## config.mk

```make
export PLATFORM = sky130hd
export DESIGN_NAME = sar_search
export DESIGN_NICKNAME = d
export VERILOG_FILES = /design/src/rtl/sar_search.sv
export SDC_FILE = /design/constraint.sdc
export NUM_CORES = 1
export LEC_CHECK = 0
export BUFFER_PORTS_ARGS = -buffer_cell sky130_fd_sc_hd__clkbuf_2
export CORE_MARGIN = 2
export CORE_UTILIZATION = 47
export CTS_CLUSTER_DIAMETER = 200
export DETAILED_ROUTE_END_ITERATION = 8
export PLACE_DENSITY = 0.83
export SLEW_MARGIN = 10
export SYNTH_ARGS = -nofsm -noshare
export SYNTH_HDL_FRONTEND = slang
export SYNTH_SLANG_ARGS = --single-unit
```

## constraint.sdc

```tcl
create_clock -name clk -period 1.7 [get_ports clk]
set_input_delay 0.085 -clock clk [delete_from_list [all_inputs] [get_ports clk]]
set_output_delay 0.085 -clock clk [all_outputs]
set_load 0.05 [all_outputs]
```

## src/rtl/sar_search.sv

```systemverilog
// ---------------------------------------------------------------------------
// sar_search
//   Successive-approximation search engine. It drives operand a of an external
//   combinational comparator and uses the returned is-greater/is-equal flags
//   to recover, MSB first, the unknown value sitting on the comparator's b
//   input. A search takes at most SIZE compare cycles. It exits early as soon
//   as the comparator reports equality.
//
// Ports
//   clk            in   1               rising-edge clock
//   rst_n          in   1               asynchronous active-low reset
//   start          in   1               begin a search (sampled only when idle)
//   cmp_a          out  SIZE            trial value for comparator operand a
//   cmp_a_greater  in   1               comparator flag: cmp_a > b
//   cmp_equal      in   1               comparator flag: cmp_a == b
//   busy           out  1               high while searching or finishing
//   done           out  1               one-cycle pulse; result/steps valid
//   result         out  SIZE            recovered b, held until next completion
//   steps          out  $clog2(SIZE+1)  compare cycles used by the last search
// ---------------------------------------------------------------------------
module sar_search #(
    parameter int SIZE = 4
) (
    input  logic                        clk,
    input  logic                        rst_n,
    input  logic                        start,
    output logic [SIZE-1:0]             cmp_a,
    input  logic                        cmp_a_greater,
    input  logic                        cmp_equal,
    output logic                        busy,
    output logic                        done,
    output logic [SIZE-1:0]             result,
    output logic [$clog2(SIZE+1)-1:0]   steps
);

    localparam int STEPS_W = $clog2(SIZE + 1);
    // A 1-bit operand still needs a 1-bit index register.
    localparam int IDX_W   = (SIZE > 1) ? $clog2(SIZE) : 1;

    typedef enum logic [1:0] {
        IDLE   = 2'd0,
        SEARCH = 2'd1,
        DONE   = 2'd2
    } state_t;

    state_t               state_reg;
    logic [SIZE-1:0]      trial_reg;
    logic [IDX_W-1:0]     bit_idx_reg;
    logic [STEPS_W-1:0]   steps_reg;
    logic [SIZE-1:0]      result_reg;

    // The trial with the bit under test dropped when the comparator says it
    // overshot; otherwise the bit is confirmed and kept.
    logic [SIZE-1:0]      kept_next;

    always_comb begin
        kept_next = trial_reg;
        if (cmp_a_greater) begin
            kept_next = trial_reg & ~(SIZE'(1) << bit_idx_reg);
        end
    end

    always_ff @(posedge clk or negedge rst_n) begin
        if (!rst_n) begin
            state_reg   <= IDLE;
            trial_reg   <= '0;
            bit_idx_reg <= '0;
            steps_reg   <= '0;
            result_reg  <= '0;
        end else begin
            case (state_reg)
                IDLE: begin
                    if (start) begin
                        trial_reg   <= SIZE'(1) << (SIZE - 1);
                        bit_idx_reg <= IDX_W'(SIZE - 1);
                        steps_reg   <= '0;
                        state_reg   <= SEARCH;
                    end
                end
                SEARCH: begin
                    steps_reg <= steps_reg + STEPS_W'(1);
                    // Equality wins over greater: the current trial is exact.
                    if (cmp_equal) begin
                        result_reg <= trial_reg;
                        state_reg  <= DONE;
                    end else if (bit_idx_reg == '0) begin
                        result_reg <= kept_next;
                        state_reg  <= DONE;
                    end else begin
                        trial_reg   <= kept_next | (SIZE'(1) << (bit_idx_reg - IDX_W'(1)));
                        bit_idx_reg <= bit_idx_reg - IDX_W'(1);
                    end
                end
                DONE: begin
                    state_reg <= IDLE;
                end
                default: begin
                    state_reg <= IDLE;
                end
            endcase
        end
    end

    // Operand a is only presented while a compare is in flight.
    assign cmp_a  = (state_reg == SEARCH) ? trial_reg : '0;
    assign busy   = (state_reg != IDLE);
    assign done   = (state_reg == DONE);
    assign result = result_reg;
    assign steps  = steps_reg;

endmodule
```

After elaboration in Yosys (flattened, before gate mapping)
Cells that the tools add are included.

Bitwise operators: 3. Muxes and demuxes: 18. $add $sub $neg: 2. Shifts and indexed selects: 2. Eq/ne operators: 6. Reduce and logical (&&, ||, !) cells: 9.

Operators by type and width (number): two-way mux 4 bit (7); two-way mux 2 bit (6); one-hot mux 2 bit (2 select lines) (2); one-hot mux 4 bit (2 select lines) (1); left shift 1 x 2 -> 4 bit, first input constant (2); inequality test 2 bit, second input constant (3); one-hot mux 3 bit (2 select lines) (1); AND reduction 2 bit (3); nonzero test 2 bit (3); bitwise AND 4 bit (1); zero test 2 bit (2); NOT 4 bit (1); bitwise OR 4 bit (1); AND reduction 4 bit (1); adder 3 x 1 -> 3 bit, second input constant (1); two-way mux 3 bit (1); inequality test 3 bit, second input constant (1); == test 2 x 1 -> 1 bit, second input constant (1); == test 2 bit, second input constant (1); subtractor 2 x 1 -> 2 bit, second input constant (1).

Register bits after elaboration: 15. Output and inout bits: 13.

Longest topological paths before layout
Gate-level depths: netlist of the first run.

Depth after elaboration: 8. Depth in mapped cells: 5. Gate-level depth less buffers: 5.

Worst setup path before layout of the first run
OpenSTA, ideal clock, no wires.

Kind: register to register. Start point: register bit_idx_reg[0]. End point: register bit_idx_reg[1]. Setup slack: 103 ps. Data required time: 1575 ps. Cell stages (with the launch flop): 6. Data arrival time: 1472 ps. Clock period less this slack: 1597 ps. Buffers on the path: 0. Cell sequence: dfrtp_1 > inv_1 > ha_1 > nor4b_4 > nor2_2 > mux2_4.

Cells in the longest elaborated chain, start to end: 4. Elaborated cells between the ends (all ways): 7.

Ends and longest elaborated chain: start, declared (line 48) `logic [IDX_W-1:0] bit_idx_reg;`; start signal, assigned (line 75) `bit_idx_reg <= IDX_W'(SIZE - 1);`; start signal, assigned (line 91) `bit_idx_reg <= bit_idx_reg - IDX_W'(1);`; subtractor 2 x 1 -> 2 bit (line 91); two-way mux 2 bit (line 86) `end else if (bit_idx_reg == '0) begin`; two-way mux 2 bit (line 83) `if (cmp_equal) begin`; one-hot mux 2 bit (2 select lines) (line 71) `case (state_reg)`.

Several ways; a longest one is shown, not always the timed one. The select of a mux whose other input is x is not followed. A chain may end at the register's enable or synchronous reset.

Worst setup path in the final report of the first run
Start point: register state_reg[1]. End point: output port cmp_a[2].

Cells in the longest elaborated chain, start to end: 2.

Ends and longest elaborated chain: start, declared (line 46) `state_t state_reg;`; start signal, assigned (line 65) `state_reg <= IDLE;`; start signal, assigned (line 77) `state_reg <= SEARCH;`; start signal, assigned (line 85) `state_reg <= DONE;`; == test 2 x 1 -> 1 bit (line 105) `assign cmp_a = (state_reg == SEARCH) ? trial_reg : '0;`; two-way mux 4 bit (line 105); end, declared (line 27) `output logic [SIZE-1:0] cmp_a,`.

No other way between the ends.

==> results_dict.tcl, run 1 <==
set metrics [dict create \
    cts_tree "built" \
    grt_max_degree 16 \
    synthArstFlopShare_pct 100.0 \
    final_area_mm2 0.001017 \
    synth-simple-area-share_pct 16.44 \
    rows 15 \
    clock_skew_ps 1.428 \
    synthCells 77 \
    numCtsBuffers 3 \
    worstPathArrival_ps 1560 \
    dieArea_mm2 0.002152 \
    hold_path_depth 4 \
    yosysMostFrequentCell "dfrtp_1" \
    wl_met2_um 883 \
    fmax_mhz 609.0 \
    finalMaxSlewViolations 0 \
    placed_area_um2 978.4 \
    grt-ovfl-total 0 \
    hold_viol_final 0 \
    clkLatencyLatePin_ps 280 \
    initial_core_util_pct 49.45 \
    ys.flop_type "dfrtp_1" \
    dr.pass1.iters 4 \
    synth_compound_area_share_pct 16.00 \
    via_per_inst 5.413 \
    synth_top_family_by_area "simple AND/OR/NAND/NOR gates" \
    min_path_type "in2reg" \
    die_x_um 46.39 \
    synth_top_area_cell "dfrtp_1" \
    hpwl_mm 1.323 \
    synthTopCellsByArea "dfrtp_1, ha_1, mux2_2, o21ai_0, nor4b_4" \
    end_kind "output port" \
    final_antenna_net_count 0 \
    setup_viol 0 \
    drv_cap 0 \
    drive_gt1_share_pct 34.65 \
    slowest_stage "dfrtp_1" \
    numPortBuffers 17 \
    grt_pass1_wl_mm 2.815 \
    worstMarginPinSlew_ps 391.0 \
    grt_pass1_vias 609 \
    r2r_cells 5 \
    critPathMaxStageDelay_ps 500 \
    crit_chain "and2b_2 -> and2_1 -> clkbuf_2" \
    synth_xor_area_share_pct 0 \
    cts_root_buf "clkbuf_4" \
    wl_mm 1.795 \
    yosysTopAreaCellShare_pct 44.44 \
    path_delay_family "flip-flops" \
    synth_seq_cells 15 \
    gp_congestion 0.8415 \
    fin_setup_tns_ps 0 \
    vias 682 \
    synthAdderAreaFrac_pct 11.85 \
    drc_errors 0 \
    grt_use_total_pct 19.17 \
    diodes 0 \
    top_layer_used "met4" \
    syn_area_um2 844.6 \
    met1Wirelength_um 791 \
    htree_levels 1 \
    post-cts-setup-buffer-count 0 \
    clk_pin_slew_ps 90 \
    start_kind "flip-flop" \
    clockBufferDepth 2 \
    synth_mux_area_share_pct 8.444 \
    met3_length_um 91 \
    grt_setup_unrepaired "false" \
    synth.avg_cell_area_um2 10.97 \
    crit_cells 3 \
    cp.required_ps 1620 \
    synth_edf_count 0 \
    fin_nets 115 \
    period_share_pct 96.59 \
    status "finished clean" \
    yosysWarnings 0 \
    critPathKind "reg2out" \
    synth_nets 90 \
    area_growth_pct 20.44 \
    max_slew_margin_pct 73.93 \
    synthTopCellsByCount "dfrtp_1, ha_1, o21ai_0" \
    ys_seq_area_share_pct 44.44 \
    io_pins 18 \
    dr.first_iter.drc_count 8 \
    core-area_mm2 0.001708 \
    grt_antenna_before_repair 0 \
    post_drt_wl_per_cell_um 14.25 \
    cp_max_fo 9 \
    die_h_um 46.39 \
    ys_types 27 \
    fill_cells 147 \
    crit_buf_inv 1 \
    period_needed_ps 1642 \
    cts_num_sinks 15 \
]
## per-stage QoR
| stage | hold slack, ps | worst slack [ps] | cells | utilization (%) |
|---|---|---|---|---|
| after floorplan | -210.6 | 102.8 | 77 | - |
| after CTS | 156.9 | 9.009 | 126 | 59.49 |
| after detailed placement | 24.67 | 134.1 | 121 | 57.29 |
| final | 155.0 | 57.92 | 126 | 59.56 |
| after global placement | 19.54 | 197.2 | 121 | 57.29 |
| after global routing | 174.7 | 1.929 | 126 | 59.56 |
## cell families after synthesis
| family | count (synthesis) |
|---|---|
| buffers and inverters | 6 |
| AOI/OAI and AO/OA | 19 |
| and+or+nand+nor | 23 |
| adders and majority gates | 8 |
| DFF | 15 |
| muxes | 6 |
## worst reg2reg max path, stage by stage (launching register included)
cell,delay (ps)
dfrtp_1,410
inv_1,80
ha_1,260
nor4b_4,270
nor2_2,140
a221o_1,320
## cells in the final DEF, fill, tap and decap left out, drive strengths merged, types with 2 or more instances in the layout
| cell type | instances |
|---|---|
| ha | 8 |
| nor2 | 5 |
| a21boi | 2 |
| inv | 5 |
| mux2 | 6 |
| a22o | 2 |
| dfrtp | 15 |
| and2 | 3 |
| o21ai | 8 |
| nor2b | 2 |
| a221o | 2 |
| clkbuf | 21 |
| buf | 3 |
| nand2 | 6 |
| and3 | 2 |
## metal layers
layer / GRT usage (%) / vias to the layer above
li1: - / 322
met4: 9.714 / 0
met1: 23.36 / 325
met3: 4.314 / 4
met2: 31.39 / 31
met5: 0 / -
## path summary, 6_finish.rpt
check / slack, ps / endpoint / from
min reg2reg: 520 / result[2] / result[2]
min: 150 / trial_reg[3] / cmp_a_greater
max in group asynchronous: 1150 / state_reg[0] / rst_n
max reg2reg: 110 / trial_reg[2] / bit_idx_reg[0]
min in group asynchronous: 250 / steps[2] / rst_n
max: 60 / cmp_a[2] / state_reg[1]
## layout make-up
type	count	area (um2)	area share (%)
multi-input combinational	56	446.7	43.91
sequential	15	376.6	37.02
timing repair buffer	21	117.6	11.56
tap	25	31.28	3.075
clock buffer	4	26.28	2.583
inverter	5	18.77	1.845
## what timing repair did
action / in CTS / in global routing
endpoints found under the setup margin: 3 / 3
hold buffers: 1 / 0
hold endpoints to repair: 15 / 0
pin swaps: 0 / 0
gates resized for setup: 1 / 1
Power of run 1 is not shown: default switching activity piles up to over one toggle a cycle in this logic, so the estimate is an artifact.
==> run 2, diff against run 1 <==
--- a/config.mk
+++ b/config.mk
@@ -11,6 +11,7 @@
 export CTS_CLUSTER_DIAMETER = 200
 export DETAILED_ROUTE_END_ITERATION = 8
 export PLACE_DENSITY = 0.83
+export RECOVER_POWER = 50
 export SLEW_MARGIN = 10
 export SYNTH_ARGS = -nofsm -noshare
 export SYNTH_HDL_FRONTEND = slang
==> results_dict.tcl, run 2 (synthesis results as in run 1) <==
set metrics [dict create \
    critPathKind "reg2out" \
    gp_congestion 0.8415 \
    fmax_mhz 611.4 \
    dr.pass1.iters 4 \
    clock_skew_ps 1.952 \
    io_pins 18 \
    period_needed_ps 1636 \
    die_x_um 46.39 \
    worstPathArrival_ps 1550 \
    fin_setup_tns_ps 0 \
    end_kind "output port" \
    finalMaxSlewViolations 0 \
    period_share_pct 96.22 \
    slowest_stage "dfrtp_1" \
    numPortBuffers 17 \
    grt_pass1_vias 609 \
    dp_cells 121 \
    dieArea_mm2 0.002152 \
    final_antenna_net_count 0 \
    grt_antenna_before_repair 0 \
    hold_viol_final 0 \
    grt_setup_unrepaired "false" \
    setup_viol 0 \
    worstMarginPinSlew_ps 845.0 \
    timing.hold.worst.start "cmp_a_greater" \
    clkLatencyLatePin_ps 280 \
    wl_mm 1.798 \
    post_drt_wl_per_cell_um 14.27 \
    grt_pass1_wl_mm 2.815 \
    status "finished clean" \
    diodes 0 \
    crit_buf_inv 1 \
    drv_cap 0 \
    dr.first_iter.drc_count 7 \
    fin_nets 115 \
    utilization_pct 59.19 \
    die_h_um 46.39 \
    critPathMaxStageDelay_ps 500 \
    clk_pin_slew_ps 90 \
    core-area_mm2 0.001708 \
    grt-ovfl-total 0 \
    cts_root_buf "clkbuf_4" \
    final_common_cell "dfrtp_1" \
    grt_max_degree 16 \
    cts_tree "built" \
    cp_max_fo 9 \
    htree_levels 1 \
    drc_errors 0 \
    initial_core_util_pct 49.45 \
    via_per_inst 5.381 \
    clockBufferDepth 2 \
    rows 15 \
    start_kind "flip-flop" \
    max_slew_margin_pct 43.66 \
    area_growth_pct 19.70 \
    startpoint "state_reg[1]" \
    cts_num_sinks 15 \
    path_delay_family "flip-flops" \
    final_cell_count_no_fill 126 \
    mostFrequentLayoutCells "dfrtp_1, clkbuf_2, ha_1" \
    vias 678 \
    cp.required_ps 1620 \
    min_path_type "in2reg" \
    drive_gt1_share_pct 29.70 \
    post-cts-setup-buffer-count 0 \
    crit_chain "and2b_2 -> and2_1 -> clkbuf_2" \
    numCtsBuffers 3 \
    hpwl_mm 1.323 \
    r2r_start "bit_idx_reg[0]" \
    grt_use_total_pct 19.17 \
]
## run 2: cell counts in the layout (fill, tap and decap cells not counted)
Identical to the previous run, type by type.
## run 2: layout make-up
type,instances,area (um2)
inverter,5,18.77
timing repair buffer,21,111.4
clock buffer,4,26.28
multi-input combinational,56,446.7
sequential,15,376.6
fill,150,696.9
tap,25,31.28
## run 2: path summary, 6_finish.rpt
kind / to / slack, ps / depth (start not counted)
max: cmp_a[2] / 60 / 3
min: trial_reg[3] / 160 / 4
max reg2reg: trial_reg[2] / 100 / 5
min reg2reg: result[2] / 510 / 1
max in group asynchronous: state_reg[0] / 710 / 2
min in group asynchronous: steps[2] / 410 / 2
## run 2: tightest hold or removal path: stages
cell and delay, ps:
clkbuf_2 120, nand2_1 60, o21ai_0 60, o221ai_1 70
## run 2: per-layer routing
layer | wire (um) | share of wire [%] | global-route usage (%) | up-vias
li1 | - | - | - | 323
met1 | 759 | 42 | 23.36 | 315
met2 | 865 | 48 | 31.39 | 34
met3 | 141 | 7.8 | 4.314 | 6
met4 | 31 | 1.7 | 9.714 | 0
met5 | 0 | 0 | 0 | -
## run 2: stage by stage
step	area [um2]	setup slack, ps	hold WS (ps)
6_report	1011	64.31	158.7
3_5_place_dp	978.4	134.1	24.67
5_1_grt	1011	1.929	174.7
2_1_floorplan	844.6	102.8	-210.6
3_3_place_gp	978.4	197.2	19.54
4_1_cts	1016	9.009	156.9
## run 2: what timing repair did
action / 4_1_cts / 5_1_grt
endpoints found under the setup margin: 3 / 3
endpoints found under the hold margin: 15 / 0
hold buffers: 1 / 0
resized for setup: 1 / 1
Power of run 2 is left out for the same reason.
==> run 3, diff against run 2 <==
--- a/config.mk
+++ b/config.mk
@@ -10,6 +10,7 @@
 export CORE_UTILIZATION = 47
 export CTS_CLUSTER_DIAMETER = 200
 export DETAILED_ROUTE_END_ITERATION = 8
+export GPL_TIMING_DRIVEN = 0
 export PLACE_DENSITY = 0.83
 export RECOVER_POWER = 50
 export SLEW_MARGIN = 10
==> results_dict.tcl, run 3 (synthesis results as in run 1) <==
set metrics [dict create \
    top_layer_used "met4" \
    die_h_um 46.39 \
    grt-ovfl-total 0 \
    final_common_cell "dfrtp_1" \
    vias 672 \
    final_cell_count_no_fill 127 \
    hold_viol_final 0 \
    fill_cells 147 \
    dieArea_mm2 0.002152 \
    setup_viol 0 \
    max_slew_margin_pct 45.37 \
    area_growth_pct 20.00 \
    numPortBuffers 17 \
    critPathKind "reg2reg" \
    met1Wirelength_um 768 \
    startpoint "bit_idx_reg[1]" \
    core-area_mm2 0.001708 \
    crit_buf_inv 1 \
    rows 15 \
    clkLatencyLatePin_ps 270 \
    dp_cells 119 \
    timing.hold.worst.start "cmp_a_greater" \
    final_antenna_net_count 0 \
    initial_core_util_pct 49.45 \
    worstPathArrival_ps 1820 \
    drv_cap 0 \
    mostFrequentLayoutCells "dfrtp_1, clkbuf_2, ha_1, clkbuf_1, o21ai_0" \
    grt_antenna_before_repair 0 \
    die_x_um 46.39 \
    diodes 0 \
    finalMaxSlewViolations 0 \
    grt_setup_unrepaired "false" \
    grt_max_degree 16 \
    met3_length_um 75 \
    cts_tree "built" \
    cp_max_fo 6 \
    status "finished clean" \
    htree_levels 1 \
    cp.required_ps 1860 \
    pre_cts_ws_ps -109.2 \
    whs_ps 166.4 \
    fmax_mhz 602.4 \
    drc_errors 0 \
    cts_num_sinks 15 \
    drive_gt1_share_pct 28.43 \
    end_kind "flip-flop" \
    worstMarginPinSlew_ps 819.4 \
    critPathMaxStageDelay_ps 440 \
    clk_pin_slew_ps 90 \
    grt_pass1_wl_mm 2.601 \
    start_kind "flip-flop" \
    grt_use_total_pct 17.49 \
    numCtsBuffers 3 \
    slowest_stage "dfrtp_2" \
    post_drt_wl_per_cell_um 13.61 \
    fin_setup_tns_ps 0 \
    dr.first_iter.drc_count 15 \
    via_per_inst 5.291 \
    period_share_pct 97.66 \
    gp_congestion 0.8166 \
    path_delay_family "flip-flops" \
    crit_chain "inv_1 -> ha_1 -> nor4b_4 -> nor2_2 -> mux2_4" \
    fin_nets 116 \
    wl_mm 1.729 \
    grt_pass1_vias 590 \
    dr.pass1.iters 5 \
    wl_met2_um 878 \
    clock_skew_ps 1.103 \
    cts_root_buf "clkbuf_4" \
    timing.final.ws_setup_ps 39.84 \
    hpwl_mm 1.255 \
    period_needed_ps 1660 \
    r2r_start "bit_idx_reg[1]" \
    io_pins 18 \
    min_path_type "in2reg" \
    clockBufferDepth 2 \
]
[run 3: cell types whose count changed in the layout (fill, tap and decap cells not counted), sizes merged]
cell and delta:
buf +1
[run 3: final timing paths]
check	end	slack [ps]	cells past startpoint
min in group asynchronous	steps[2]	420	2
worst min-delay path	trial_reg[3]	170	4
max in group asynchronous	bit_idx_reg[1]	720	2
worst max-delay path	bit_idx_reg[1]	40	5
worst min register to register	result[0]	520	1
worst max register to register	bit_idx_reg[1]	40	5
[run 3: stage by stage]
step / instance area [um2] / util, %
after global routing: 1013 / 59.34
after CTS: 1005 / 58.83
after floorplan: 844.6 / -
after detailed placement: 960.9 / 56.26
final: 1013 / 59.34
after global placement: 960.9 / 56.26
[run 3: cell type report]
cell class	count	area, um2	area share, %
clock buffer	4	26.28	2.593
inverter	5	18.77	1.852
timing repair buffer	21	108.9	10.74
tap	25	31.28	3.086
sequential	15	376.6	37.16
multi-input combinational	56	446.7	44.07
buffer	1	5.005	0.4938
[run 3: timing repair]
item / in CTS / in global routing
setup endpoints to repair: 3 / 6
hold endpoints to repair: 15 / 0
buffers inserted: 1 / 2
pin swaps: 1 / 1
cloned: 0 / 0
hold buffers: 1 / 0
gates resized for setup: 0 / 2
[run 3: worst reg2reg max path, cell delays in order (launching register included)]
cell	delay [ps]
dfrtp_2	440
inv_1	130
ha_1	280
nor4b_4	80
nor2_2	290
mux2_4	340
[run 3: metal layers]
layer,vias up,global-route usage [%]
li1,320,-
met1,322,21.22
met2,28,30.83
met3,2,3.529
met4,0,5.143
met5,-,0
Power of run 3 is left out for the same reason.
